**config.mk**
```make
export PLATFORM = sky130hd
export DESIGN_NAME = gray_ptr_sync
export DESIGN_NICKNAME = d
export VERILOG_FILES = /design/src/rtl/gray_sync_pkg.sv /design/src/rtl/gray_sync_chan.sv /design/src/rtl/gray_ptr_sync.sv
export SDC_FILE = /design/constraint.sdc
export NUM_CORES = 1
export LEC_CHECK = 0
export BUFFER_PORTS_ARGS = -buffer_cell sky130_fd_sc_hd__buf_2
export CAP_MARGIN = 20
export CORE_MARGIN = 1.5
export CORE_UTILIZATION = 35
export DETAILED_ROUTE_END_ITERATION = 10
export MAX_ROUTING_LAYER = met4
export PLACE_DENSITY = 0.57
export SYNTH_ARGS = -nofsm -noshare
export SYNTH_HDL_FRONTEND = slang
export SYNTH_SLANG_ARGS = --single-unit
export TNS_END_PERCENT = 100
```
**constraint.sdc**
```tcl
create_clock -name clk -period 1.4 [get_ports clk]
set_input_delay 0.21 -clock clk [delete_from_list [all_inputs] [get_ports clk]]
set_output_delay 0.21 -clock clk [all_outputs]
set_load 0.05 [all_outputs]
```
**src/rtl/gray_sync_pkg.sv**
```systemverilog
// Shared helpers and limits for the multi-channel Gray pointer synchroniser.
// Functions work on a 32-bit container; callers pass the pointer MSB index.
package gray_sync_pkg;

    localparam int STAGES_MIN = 2;
    localparam int STAGES_MAX = 4;
    localparam int NCH_MAX    = 8;
    localparam int WORD_W     = 32;

    // b[msb] = g[msb]; b[i] = b[i+1] ^ g[i]; bits above msb stay 0
    function automatic logic [WORD_W-1:0] gray2bin(input logic [WORD_W-1:0] g,
                                                   input int ptr_sz);
        logic [WORD_W-1:0] b;
        b = '0;
        b[ptr_sz] = g[ptr_sz];
        for (int i = ptr_sz - 1; i >= 0; i--) begin
            b[i] = b[i+1] ^ g[i];
        end
        return b;
    endfunction

    function automatic logic [5:0] popcount(input logic [WORD_W-1:0] v);
        logic [5:0] cnt;
        cnt = '0;
        for (int i = 0; i < WORD_W; i++) begin
            cnt = cnt + 6'(v[i]);
        end
        return cnt;
    endfunction

endpackage

```
**src/rtl/gray_sync_chan.sv**
```systemverilog
// One pointer channel: flop chain, hold register, registered Gray-to-binary,
// update pulse and sticky Gray-violation flag. GRAY_PTR_SYNC_STEP_EN adds step.
module gray_sync_chan
    import gray_sync_pkg::*;
#(
    parameter int PTR_SZ = 2,
    parameter int STAGES = 2
) (
    input  logic            clk,
    input  logic            rst,
    input  logic [PTR_SZ:0] gray_in,
    input  logic            err_clr,
    output logic [PTR_SZ:0] gray_sync,
    output logic [PTR_SZ:0] bin_sync,
    output logic            upd,
    output logic            err
`ifdef GRAY_PTR_SYNC_STEP_EN
    ,
    output logic [PTR_SZ:0] step
`endif
);

    localparam int PTR_W = PTR_SZ + 1;

    logic [PTR_SZ:0] stage_reg [STAGES];
    logic [PTR_SZ:0] prev_reg;
    logic [PTR_SZ:0] bin_reg;
    logic            upd_reg;
    logic            err_reg;

    logic [PTR_SZ:0] last;
    logic [PTR_SZ:0] diff;
    logic [PTR_SZ:0] bin_next;
    logic            changed;
    logic            multi_bit;

    always_comb begin
        last      = stage_reg[STAGES-1];
        diff      = last ^ prev_reg;
        bin_next  = PTR_W'(gray2bin(WORD_W'(last), PTR_SZ));
        changed   = |diff;
        multi_bit = popcount(WORD_W'(diff)) > 6'd1;
    end

    // prev_reg and bin_reg load from the same sample, so prev_reg is always
    // the Gray value the current binary output was derived from.
    always_ff @(posedge clk or negedge rst) begin
        if (!rst) begin
            for (int i = 0; i < STAGES; i++) begin
                stage_reg[i] <= '0;
            end
            prev_reg <= '0;
            bin_reg  <= '0;
            upd_reg  <= 1'b0;
            err_reg  <= 1'b0;
        end else begin
            stage_reg[0] <= gray_in;
            for (int i = 1; i < STAGES; i++) begin
                stage_reg[i] <= stage_reg[i-1];
            end
            prev_reg <= last;
            bin_reg  <= bin_next;
            upd_reg  <= changed;
            err_reg  <= multi_bit | (err_reg & ~err_clr);
        end
    end

`ifdef GRAY_PTR_SYNC_STEP_EN
    logic [PTR_SZ:0] step_reg;

    // Modular difference gives the forward distance even across a wrap.
    always_ff @(posedge clk or negedge rst) begin
        if (!rst) begin
            step_reg <= '0;
        end else if (changed) begin
            step_reg <= bin_next - bin_reg;
        end
    end

    assign step = step_reg;
`endif

    assign gray_sync = last;
    assign bin_sync  = bin_reg;
    assign upd       = upd_reg;
    assign err       = err_reg;

endmodule

```
**src/rtl/gray_ptr_sync.sv**
```systemverilog
// Multi-channel Gray FIFO pointer synchroniser in the destination clock domain.
// Define GRAY_PTR_SYNC_STEP_EN to add the per-channel ptr_step output.
module gray_ptr_sync
    import gray_sync_pkg::*;
#(
    parameter int PTR_SZ = 2,
    parameter int STAGES = 2,
    parameter int NCH    = 2
) (
    input  logic                      clk,
    input  logic                      rst,
    input  logic [NCH*(PTR_SZ+1)-1:0] ptr_gray_in,
    input  logic [NCH-1:0]            err_clr,
    output logic [NCH*(PTR_SZ+1)-1:0] ptr_gray_sync,
    output logic [NCH*(PTR_SZ+1)-1:0] ptr_bin_sync,
    output logic [NCH-1:0]            ptr_upd,
    output logic [NCH-1:0]            gray_err
`ifdef GRAY_PTR_SYNC_STEP_EN
    ,
    output logic [NCH*(PTR_SZ+1)-1:0] ptr_step
`endif
);

    localparam int PTR_W = PTR_SZ + 1;

    generate
        if (STAGES < STAGES_MIN || STAGES > STAGES_MAX) begin : g_bad_stages
            $error("gray_ptr_sync: STAGES=%0d outside %0d..%0d", STAGES, STAGES_MIN, STAGES_MAX);
        end
        if (NCH < 1 || NCH > NCH_MAX) begin : g_bad_nch
            $error("gray_ptr_sync: NCH=%0d outside 1..%0d", NCH, NCH_MAX);
        end
        if (PTR_SZ < 0 || PTR_SZ >= WORD_W) begin : g_bad_ptr
            $error("gray_ptr_sync: PTR_SZ=%0d unsupported", PTR_SZ);
        end
    endgenerate

    generate
        for (genvar gi = 0; gi < NCH; gi++) begin : g_chan
            gray_sync_chan #(
                .PTR_SZ (PTR_SZ),
                .STAGES (STAGES)
            ) u_chan (
                .clk       (clk),
                .rst       (rst),
                .gray_in   (ptr_gray_in[gi*PTR_W +: PTR_W]),
                .err_clr   (err_clr[gi]),
                .gray_sync (ptr_gray_sync[gi*PTR_W +: PTR_W]),
                .bin_sync  (ptr_bin_sync[gi*PTR_W +: PTR_W]),
                .upd       (ptr_upd[gi]),
                .err       (gray_err[gi])
`ifdef GRAY_PTR_SYNC_STEP_EN
                ,
                .step      (ptr_step[gi*PTR_W +: PTR_W])
`endif
            );
        end
    endgenerate

endmodule

```
==> results of run 1 <==
[Yosys cell counts]
cell type | instances | area (sq um)
inv_1 | 10 | 37.5
xor2_1 | 6 | 52.6
o221ai_1 | 2 | 17.5
buf_4 | 12 | 90.1
xnor2_1 | 4 | 35.0
nand2_1 | 2 | 7.51
dfrtp_1 | 26 | 651
ha_1 | 4 | 50.1
[cell families after synthesis]
| kind of cell | Yosys count |
|---|---|
| DFF | 26 |
| buffers and inverters | 22 |
| xor gates and xnor gates | 10 |
| adders and majority gates | 4 |
| AOI/OAI and AO/OA | 2 |
| and+or+nand+nor | 2 |
[worst paths after layout]
| path | startpoint | to | slack (ns) | cells past startpoint |
|---|---|---|---|---|
| max | g_chan[0].u_chan.gray_sync[0] | ptr_gray_sync[0] | 0.13 | 1 |
| min | err_clr[1] | g_chan[1].u_chan.err | 0.11 | 2 |
| max reg2reg | g_chan[1].u_chan.gray_sync[1] | g_chan[1].u_chan.err | 0.15 | 5 |
| min reg2reg | g_chan[0].u_chan.stage_reg[3] | g_chan[0].u_chan.gray_sync[0] | 0.36 | 0 |
| max in group asynchronous | rst | g_chan[0].u_chan.err | 0.65 | 2 |
| min in group asynchronous | rst | g_chan[1].u_chan.stage_reg[4] | 0.38 | 2 |
[where the power goes]
part | switching (mW) | leakage, nW | internal [mW] | total, mW
clock network | 0.211 | 0.0279 | 0.289 | 0.500
logic | 0.222 | 0.245 | 0.0836 | 0.306
registers | 0.0275 | 0.298 | 0.807 | 0.835
[through the flow]
stage | setup slack [ns] | instances | area (sq um) | util | hold WS (ns)
2_1_floorplan | 0.237 | 66 | 941 | - | -0.0856
3_3_place_gp | 0.181 | 109 | 1010 | 0.405 | 0.229
3_5_place_dp | 0.155 | 109 | 1010 | 0.405 | 0.235
4_1_cts | 0.104 | 120 | 1140 | 0.454 | 0.0969
5_1_grt | 0.0283 | 120 | 1140 | 0.454 | 0.0819
6_report | 0.126 | 120 | 1140 | 0.454 | 0.108
[routing by layer]
metal	wire length, um	GRT usage
met4	9	0.0375
met1	448	0.0922
met2	553	0.157
met5	0	-
met3	97	0.0574
[what timing repair did]
| item | 4_1_cts | 5_1_grt |
|---|---|---|
| hold buffers | 7 | 0 |
| endpoints found under the setup margin | 0 | 0 |
| hold endpoints to repair | 32 | 0 |
[final cells by class]
type,instances,area (sq um),area share
multi-input cells,18,163,0.143
flip-flops and latches,26,651,0.573
inverters,10,37.5,0.0330
clock inverters,1,30.0,0.0264
clock buffers,3,22.5,0.0198
well taps,30,37.5,0.0330
repair buffers,32,195,0.172
==> summary.md, run 1 <==
| Metric | Value |
|---|---|
| Total track usage | 0.0961 |
| First-pass GRT wire length | 1.86 mm |
| Critical path endpoint category | output port |
| Leakage power | 0.571 nW |
| Worst Clk Skew | 0.00926 ns |
| Synth Register Bits | 26 |
| CTS tree | done |
| H-tree depth | 1 |
| Main combinational cell family by area after synthesis | buffers and inverters |
| ANT nets after route | 0 |
| Post-route minimum period | 1.27 ns |
| Commonest non-fill, non-tap cell in the layout | dfrtp_1 |
| Simple-Gate Fraction of Synth Area | 0.00798 |
| # rows | 18 |
| DRC violations left | 0 |
| Maximum VDD drop | 0.738 mV |
| CTS Buffer Depth | 2 |
| Drt total wl | 1.11 mm |
| RSZ-0062 raised after global routing | false |
| Die Span Y | 54.9 um |
| Clock Latency Late Sink | 0.32 ns |
| Avg Synthesized Cell Area | 14.3 sq um |
| CTS Buf Count | 3 |
| Worst endpoint data arrival time | 1.06 ns |
| Synth Instances | 66 |
| Most frequent cells in the layout | 26 x dfrtp_1, 25 x buf_2, 10 x inv_1, 7 x dlygate4sd3_1, 6 x xor2_1 |
| # fillers | 242 |
| Fin. max-slew vios | 0 |
| Post-synthesis xor/xnor area fraction | 0.0931 |
| Share of layout cells above drive strength 1 | 0.322 |
| Post-cts resize count | 0 |
| Pre-Repair DR Iteration Count | 1 |
| Number of global-route vias before repair | 454 |
| Largest net degree at the start of global routing | 27 |
| Mux cell area share after synthesis | 0 |
| GPL Wtd Cong | 0.612 |
| Overflow after GRT | 0 |
| Hold Violations, Final | 0 |
| Post-DR wirelength/cell | 9.23 um |
| Worst-Margin Slew | 0.541 ns |
| # Max-Cap Violations | 0 |
| I/O Buffers | 25 |
| Critical Path Start Type | register |
| Crit path buf inv count | 1 |
| Die area | 3010 sq um |
| Vias per inst | 4.02 |
| WP data required | 1.19 ns |
| PwrDens | 1440 nW/um^2 |
| IO Count | 26 |
| Vias | 482 |
| Initial core utilization | 0.376 |
| Number of distinct library cells after synthesis | 8 |
| Core Region | 2500 sq um |
| Ant. Diodes | 0 |
| Root buf cell | clkbuf_4 |
| TritonCTS Sinks | 26 |
| Initial antenna violation count | 0 |
| Final setup violation count | 0 |
| CTS clock-pin slew for the worst setup and hold paths | 0.14 ns |
| Setup Fix Bufs, Post-CTS | 0 |
| Ys Warns | 0 |
| Setup TNS | 0 ns |
| Outcome | complete, no violations |
| Min-Delay Path Class | input port to register |
| Seq/Total Area, Yosys | 0.691 |
| Relative slew slack | 0.639 |
| Crit-path max FO | 4 |
| 1st-iter DRT viols | 0 |
| Post-synthesis compound-gate area fraction | 0.0186 |
| Chip width | 54.9 um |
| Final #Nets | 105 |
| Max Freq | 785 MHz |
| Worst Path Class, Setup | register to output port |
| Syn Std Cell Area | 941 sq um |
| Final period util | 0.910 |
| Slowest-stage cell, CP | dfrtp_1 |
| Post-Synth Adder-Cell Area | 0.0532 |
| Syn nets | 80 |
| CP Cell Sequence | buf_2 |
| Worst path top cell family by delay | flip-flops |
| Critical Path Max Stage Delay | 0.45 ns |
| Synth-to-Final Area Change | 20.7% |
| Final Power | 1.64 mW |
(Power assumes the default switching activity.)
==> inputs of run 2 (changes only) <==
--- a/config.mk
+++ b/config.mk
@@ -8,10 +8,10 @@
 export BUFFER_PORTS_ARGS = -buffer_cell sky130_fd_sc_hd__buf_2
 export CAP_MARGIN = 20
 export CORE_MARGIN = 1.5
-export CORE_UTILIZATION = 35
+export CORE_UTILIZATION = 49
 export DETAILED_ROUTE_END_ITERATION = 10
 export MAX_ROUTING_LAYER = met4
-export PLACE_DENSITY = 0.57
+export PLACE_DENSITY = 0.76
 export SYNTH_ARGS = -nofsm -noshare
 export SYNTH_HDL_FRONTEND = slang
 export SYNTH_SLANG_ARGS = --single-unit
==> run 2 against run 1 <==
Clock skew is 0.0052 ns lower. Power is 9.2% lower. Global-route usage is 2.0 points higher. First-iteration DRC count is 1 higher. Non-clock buffer count stayed put. Register-to-register slack hardly changed. Die area is 27% lower. Via count is 1.0% lower. Combinational power hardly changed. Sequential cell count stayed put. Worst hold slack better by 0.016 ns. Cell count is 4.2% lower. Critical endpoint is now g_chan[1].u_chan.err. Largest cell class unchanged.
==> summary.md, run 2 (synthesis gave the netlist of run 1 again) <==
| Metric | Value |
|---|---|
| Max Freq | 806 MHz (+2.6%) |
| Core Region | 1760 sq um (-29%) |
| Number of cells after detailed placement | 104 (-4.6%) |
| Final period util | 0.887 (-0.0231) |
| Commonest non-fill, non-tap cell in the layout | dfrtp_1 |
| Worst Clk Skew | 0.00411 ns (-0.00516 ns) |
| Die Span Y | 46.8 um (-15%) |
| 1st-iter DRT viols | 1 (+1) |
| Worst reg2reg path endpoint | g_chan[1].u_chan.err |
| Worst Path Class, Setup | register to register |
| Dpl ws | 0.156 ns (+0.000791 ns) |
| Crit-path max FO | 4 (unchanged) |
| Fin. max-slew vios | 0 (unchanged) |
| RSZ-0062 raised after global routing | false |
| Final setup violation count | 0 (unchanged) |
| Post-DR wirelength/cell | 9.12 um (-1.2%) |
| Hold Violations, Final | 0 (unchanged) |
| Worst endpoint data arrival time | 1.42 ns (+0.36 ns) |
| Vias | 477 (-1.0%) |
| R2R depth | 5 (unchanged) |
| Chip width | 46.8 um (-15%) |
| Drt total wl | 1.05 mm (-5.3%) |
| PwrDens | 1340 nW/um^2 (-7.4%) |
| Pre-Repair DR Iteration Count | 2 (+1) |
| GPL Wtd Cong | 0.686 (+12%) |
| Worst-Margin Slew | 0.528 ns (-0.0133 ns) |
| Overflow after GRT | 0 (unchanged) |
| Most frequent cells in the layout | 26 x dfrtp_1, 25 x buf_2, 10 x inv_1, 7 x dlygate4sd3_1, 6 x xor2_1 |
| ANT nets after route | 0 (unchanged) |
| Hold wc startpoint | err_clr[1] |
| Synth-to-Final Area Change | 18.4% |
| WP data required | 1.58 ns (+0.39 ns) |
| Min-Delay Path Class | input port to register |
| First-pass GRT wire length | 1.68 mm (-9.7%) |
| Share of layout cells above drive strength 1 | 0.322 (unchanged) |
| Worst Hold End | g_chan[1].u_chan.err |
| Total track usage | 0.116 (+0.0200) |
| DPL Wire Length | 794 um |
| CTS Buffer Depth | 2 (unchanged) |
| CTS Buf Count | 3 (unchanged) |
| I/O Buffers | 25 (unchanged) |
| Min-Delay Path Depth | 2 (unchanged) |
| Setup TNS | 0 ns (unchanged) |
| FF-to-FF Start | g_chan[1].u_chan.gray_sync[1] |
| Final Util | 0.631 (+0.177) |
| IO Count | 26 (unchanged) |
| Post-route minimum period | 1.24 ns (-0.0324 ns) |
| TritonCTS Sinks | 26 (unchanged) |
| CTS tree | done |
| Leakage power | 0.564 nW (-1.2%) |
| Worst setup margin | 0.159 ns (+0.0324 ns) |
| Outcome | complete, no violations |
| # Max-Cap Violations | 0 (unchanged) |
| CTS clock-pin slew for the worst setup and hold paths | 0.12 ns (-0.02 ns) |
| Initial core utilization | 0.533 (+0.157) |
| Number of global-route vias before repair | 421 (-7.3%) |
| Largest net degree at the start of global routing | 27 (unchanged) |
| Initial antenna violation count | 0 (unchanged) |
| Clock Latency Late Sink | 0.30 ns (-0.02 ns) |
| Critical Path Start Type | register |
| Reg-to-reg slack, setup | 0.16 ns (about the same) |
| Root buf cell | clkbuf_4 |
| Die area | 2190 sq um (-27%) |
| Non-Filler Instances | 115 (-4.2%) |
| # rows | 15 (-3) |
| Final #Nets | 105 (unchanged) |
| Maximum VDD drop | 0.809 mV (+9.7%) |
| DRC violations left | 0 (unchanged) |
| Relative slew slack | 0.648 (+0.00883) |
| Vias per inst | 4.15 (+3.3%) |
| H-tree depth | 1 (unchanged) |
| Ant. Diodes | 0 (unchanged) |
| Critical path endpoint category | register |
## run 2: cell count changes in the layout (fill, tap and decap cells not counted), sizes merged
| cell | before | now |
|---|---|---|
| clkbuf | 3 | 4 |
| bufinv | 1 | 0 |
## run 2: metrics by stage
| stage | instance area (sq um) | power, mW | hold WS [ns] |
|---|---|---|---|
| floorplan | 941 | 1.11 | -0.0856 |
| global placement | 1010 | 1.14 | 0.215 |
| detailed placement | 1010 | 1.15 | 0.221 |
| CTS | 1090 | 1.51 | 0.00114 |
| global route | 1110 | 1.57 | 0.120 |
| finish | 1110 | 1.49 | 0.124 |
## run 2: power breakdown
part           leakage, nW  switching [mW]  internal (mW)
clock network       0.0210           0.189          0.158
logic                0.245           0.224         0.0839
registers            0.298          0.0268          0.807
## run 2: area by class of cell
class                   instances  area (sq um)
well taps                      25          31.3
clock buffers                   4          36.3
inverters                      10          37.5
flip-flops and latches         26           651
multi-input cells              18           163
fillers                       151           651
repair buffers                 32           195
## run 2: per-layer routing
metal / global-route usage / wire length, um / vias up
li1: - / - / 233
met1: 0.125 / 426 / 223
met2: 0.197 / 549 / 19
met3: 0.0231 / 63 / 2
met4: 0.0667 / 10 / 0
met5: - / 0 / -
## run 2: what timing repair did
item | 4_1_cts | 5_1_grt
hold buffers | 5 | 2
resized for setup | 0 | 0
setup buffers | 0 | 0
endpoints found under the hold margin | 30 | 2
## run 2: critical path: stages (launching register included)
cell,delay [ns]
dfrtp_1,0.44
xor2_1,0.21
inv_1,0.06
ha_1,0.27
inv_1,0.06
o221ai_1,0.09
## run 2: worst max-delay path by stage
stage / from / to / slack, ns / cells past startpoint
6_report: g_chan[1].u_chan.gray_sync[1] / g_chan[1].u_chan.err / 0.16 / 5
5_1_grt: g_chan[0].u_chan.gray_sync[1] / g_chan[0].u_chan.err / 0.04 / 5
4_1_cts: g_chan[0].u_chan.gray_sync[2] / ptr_gray_sync[2] / 0.14 / 1
3_5_place_dp: g_chan[1].u_chan.gray_sync[1] / g_chan[1].u_chan.err / 0.16 / 5
3_3_place_gp: g_chan[1].u_chan.gray_sync[1] / g_chan[1].u_chan.err / 0.20 / 5
2_1_floorplan: g_chan[1].u_chan.gray_sync[1] / g_chan[1].u_chan.err / 0.24 / 5
==> inputs of run 3 (changes only) <==
--- a/config.mk
+++ b/config.mk
@@ -5,7 +5,7 @@
 export SDC_FILE = /design/constraint.sdc
 export NUM_CORES = 1
 export LEC_CHECK = 0
-export BUFFER_PORTS_ARGS = -buffer_cell sky130_fd_sc_hd__buf_2
+export BUFFER_PORTS_ARGS = -buffer_cell sky130_fd_sc_hd__buf_4
 export CAP_MARGIN = 20
 export CORE_MARGIN = 1.5
 export CORE_UTILIZATION = 49
==> run 3 against run 2 <==
Routed wire length is 5.4% higher. Worst hold slack got worse by 0.023 ns. Highest routed layer unchanged. Fmax decreased by 1.0%. Via count grew 1.9%. Critical path type unchanged. Die area did not move. Sequential power hardly changed. Cell count unchanged. Setup slack got worse by 0.013 ns. Non-clock buffer count unchanged.
==> summary.md, run 3 (synthesis gave the netlist of run 1 again) <==
| Metric | Value |
|---|---|
| Reg-to-reg slack, setup | 0.15 ns (about the same) |
| Post-route minimum period | 1.25 ns (+0.0131 ns) |
| Final period util | 0.896 (+0.00939) |
| Cell Int Power | 1.21 mW (+16%) |
| Post-DR wirelength/cell | 9.62 um (+5.4%) |
| Critical Path Start Type | register |
| Leakage power | 0.594 nW (+5.4%) |
| Die area | 2190 sq um (unchanged) |
| PwrDens | 1400 nW/um^2 (+5.0%) |
| Switch share | 0.275 (-0.0201) |
| Chip width | 46.8 um (unchanged) |
| Initial core utilization | 0.533 (unchanged) |
| RSZ-0062 raised after global routing | false |
| First-pass GRT wire length | 1.70 mm (+1.3%) |
| WP data required | 1.60 ns (+0.02 ns) |
| Worst endpoint data arrival time | 1.45 ns (+0.03 ns) |
| Min-Delay Path Depth | 2 (unchanged) |
| CTS Buf Count | 3 (unchanged) |
| # rows | 15 (unchanged) |
| Final Power | 1.67 mW (+12%) |
| Outcome | complete, no violations |
| Drt total wl | 1.11 mm (+5.4%) |
| CTS hold repair buffers | 7 (+2) |
| GPL Wtd Cong | 0.679 (-1.0%) |
| Setup Fix Bufs, Post-CTS | 0 (unchanged) |
| Synth-to-Final Area Change | 26.7% |
| Post-route design area | 1190 sq um (+7.1%) |
| 1st-iter DRT viols | 2 (+1) |
| Worst-Margin Slew | 0.303 ns (-0.225 ns) |
| ANT nets after route | 0 (unchanged) |
| IO Count | 26 (unchanged) |
| Hold Violations, Final | 0 (unchanged) |
| Critical path endpoint category | register |
| Placed cell areas | 1070 sq um (+6.2%) |
| DPL Wire Length | 776 um (-2.3%) |
| Crit-path max FO | 4 (unchanged) |
| Min-Delay Path Class | input port to register |
| Final setup violation count | 0 (unchanged) |
| Setup TNS | 0 ns (unchanged) |
| Commonest non-fill, non-tap cell in the layout | dfrtp_1 |
| M1 WL | 422 um (-0.94%) |
| Root buf cell | clkbuf_4 |
| Pre-Repair DR Iteration Count | 2 (unchanged) |
| R2R depth | 5 (unchanged) |
| Top sig layer | met4 |
| DR WL met3 | 68 um (+7.9%) |
| Total track usage | 0.123 (+0.00668) |
| Clock share of power | 0.297 (+0.064) |
| Ant. Diodes | 0 (unchanged) |
| Vias per inst | 4.23 (+1.9%) |
| Largest net degree at the start of global routing | 27 (unchanged) |
| Vias | 486 (+1.9%) |
| Post-cts resize count | 0 (unchanged) |
| Worst Clk Skew | 0.00165 ns (-0.00246 ns) |
| DRC violations left | 0 (unchanged) |
| FF-to-FF Start | g_chan[1].u_chan.gray_sync[1] |
| CTS Buffer Depth | 2 (unchanged) |
| Most frequent cells in the layout | 26 x dfrtp_1, 25 x buf_4, 10 x inv_1, 7 x dlygate4sd3_1, 6 x xor2_1 |
| Clock Latency Late Sink | 0.31 ns (about the same) |
| CTS tree | done |
| Overflow after GRT | 0 (unchanged) |
| Core Region | 1760 sq um (unchanged) |
| Final #Nets | 105 (unchanged) |
| Reg power frac | 0.499 (-0.061) |
| TritonCTS Sinks | 26 (unchanged) |
| Max Freq | 797 MHz (-1.0%) |
| I/O Buffers | 25 (unchanged) |
| Net Switching | 461 uW (+4.8%) |
| H-tree depth | 1 (unchanged) |
| Die Span Y | 46.8 um (unchanged) |
| Worst Path Class, Setup | register to register |
| CTS clock-pin slew for the worst setup and hold paths | 0.13 ns (about the same) |
| Number of global-route vias before repair | 433 (+2.9%) |
| Initial antenna violation count | 0 (unchanged) |
| Worst reg2reg path endpoint | g_chan[1].u_chan.err |
| Gate power share | 0.204 (-0.003) |
| # Max-Cap Violations | 0 (unchanged) |
| Maximum VDD drop | 0.778 mV (-3.8%) |
| Worst Hold End | g_chan[1].u_chan.err |
| Relative slew slack | 0.798 (+0.150) |
| Met2 WL post-DR | 590 um (+7.5%) |
| Share of layout cells above drive strength 1 | 0.322 (unchanged) |
| Fin. max-slew vios | 0 (unchanged) |
| Hold wc startpoint | err_clr[1] |
run 3: cell types whose count changed in the layout (fill, tap and decap cells not counted), sizes merged:
cell / delta
bufinv: +1
clkbuf: -1
run 3: worst max-delay path, cell delays in order, from the launching register on:
cell and delay (ns):
dfrtp_1 0.44, xor2_1 0.22, inv_1 0.07, ha_1 0.27
inv_1 0.05, o221ai_1 0.09
run 3: final cells by class:
class | count | area, sq um
inverter | 10 | 37.5
clock buffer | 3 | 22.5
timing repair buffer | 32 | 258
multi-input combinational | 18 | 163
fill | 144 | 572
tap | 25 | 31.3
clock inverter | 1 | 30.0
sequential | 26 | 651
run 3: power by group through the flow:
stage	combinational [mW]	clock (mW)	sequential (mW)
detailed placement	0.331	0	0.852
global placement	0.325	0	0.850
CTS	0.346	0.511	0.837
floorplan	0.206	0	0.900
global route	0.368	0.532	0.842
finish	0.342	0.497	0.835
run 3: worst max-delay path by stage:
stage | from | end | slack [ns] | depth (start not counted)
finish | g_chan[1].u_chan.gray_sync[1] | g_chan[1].u_chan.err | 0.15 | 5
global route | g_chan[1].u_chan.gray_sync[1] | g_chan[1].u_chan.err | 0.03 | 5
CTS | g_chan[1].u_chan.gray_sync[1] | g_chan[1].u_chan.err | 0.12 | 5
detailed placement | g_chan[1].u_chan.gray_sync[1] | g_chan[1].u_chan.err | 0.14 | 5
global placement | g_chan[1].u_chan.gray_sync[1] | g_chan[1].u_chan.err | 0.20 | 5
floorplan | g_chan[1].u_chan.gray_sync[1] | g_chan[1].u_chan.err | 0.24 | 5
run 3: routing by layer:
layer | up-vias | track usage
met2 | 21 | 0.208
met5 | - | -
met4 | 0 | 0.100
li1 | 235 | -
met1 | 228 | 0.120
met3 | 2 | 0.0231
run 3: metrics by stage:
stage	util	instances	setup slack [ns]	hold WS, ns
2_1_floorplan	-	66	0.237	-0.0856
3_3_place_gp	0.606	104	0.196	0.123
3_5_place_dp	0.606	104	0.143	0.125
4_1_cts	0.676	115	0.119	0.0923
5_1_grt	0.676	115	0.0264	0.0881
6_report	0.676	115	0.145	0.101
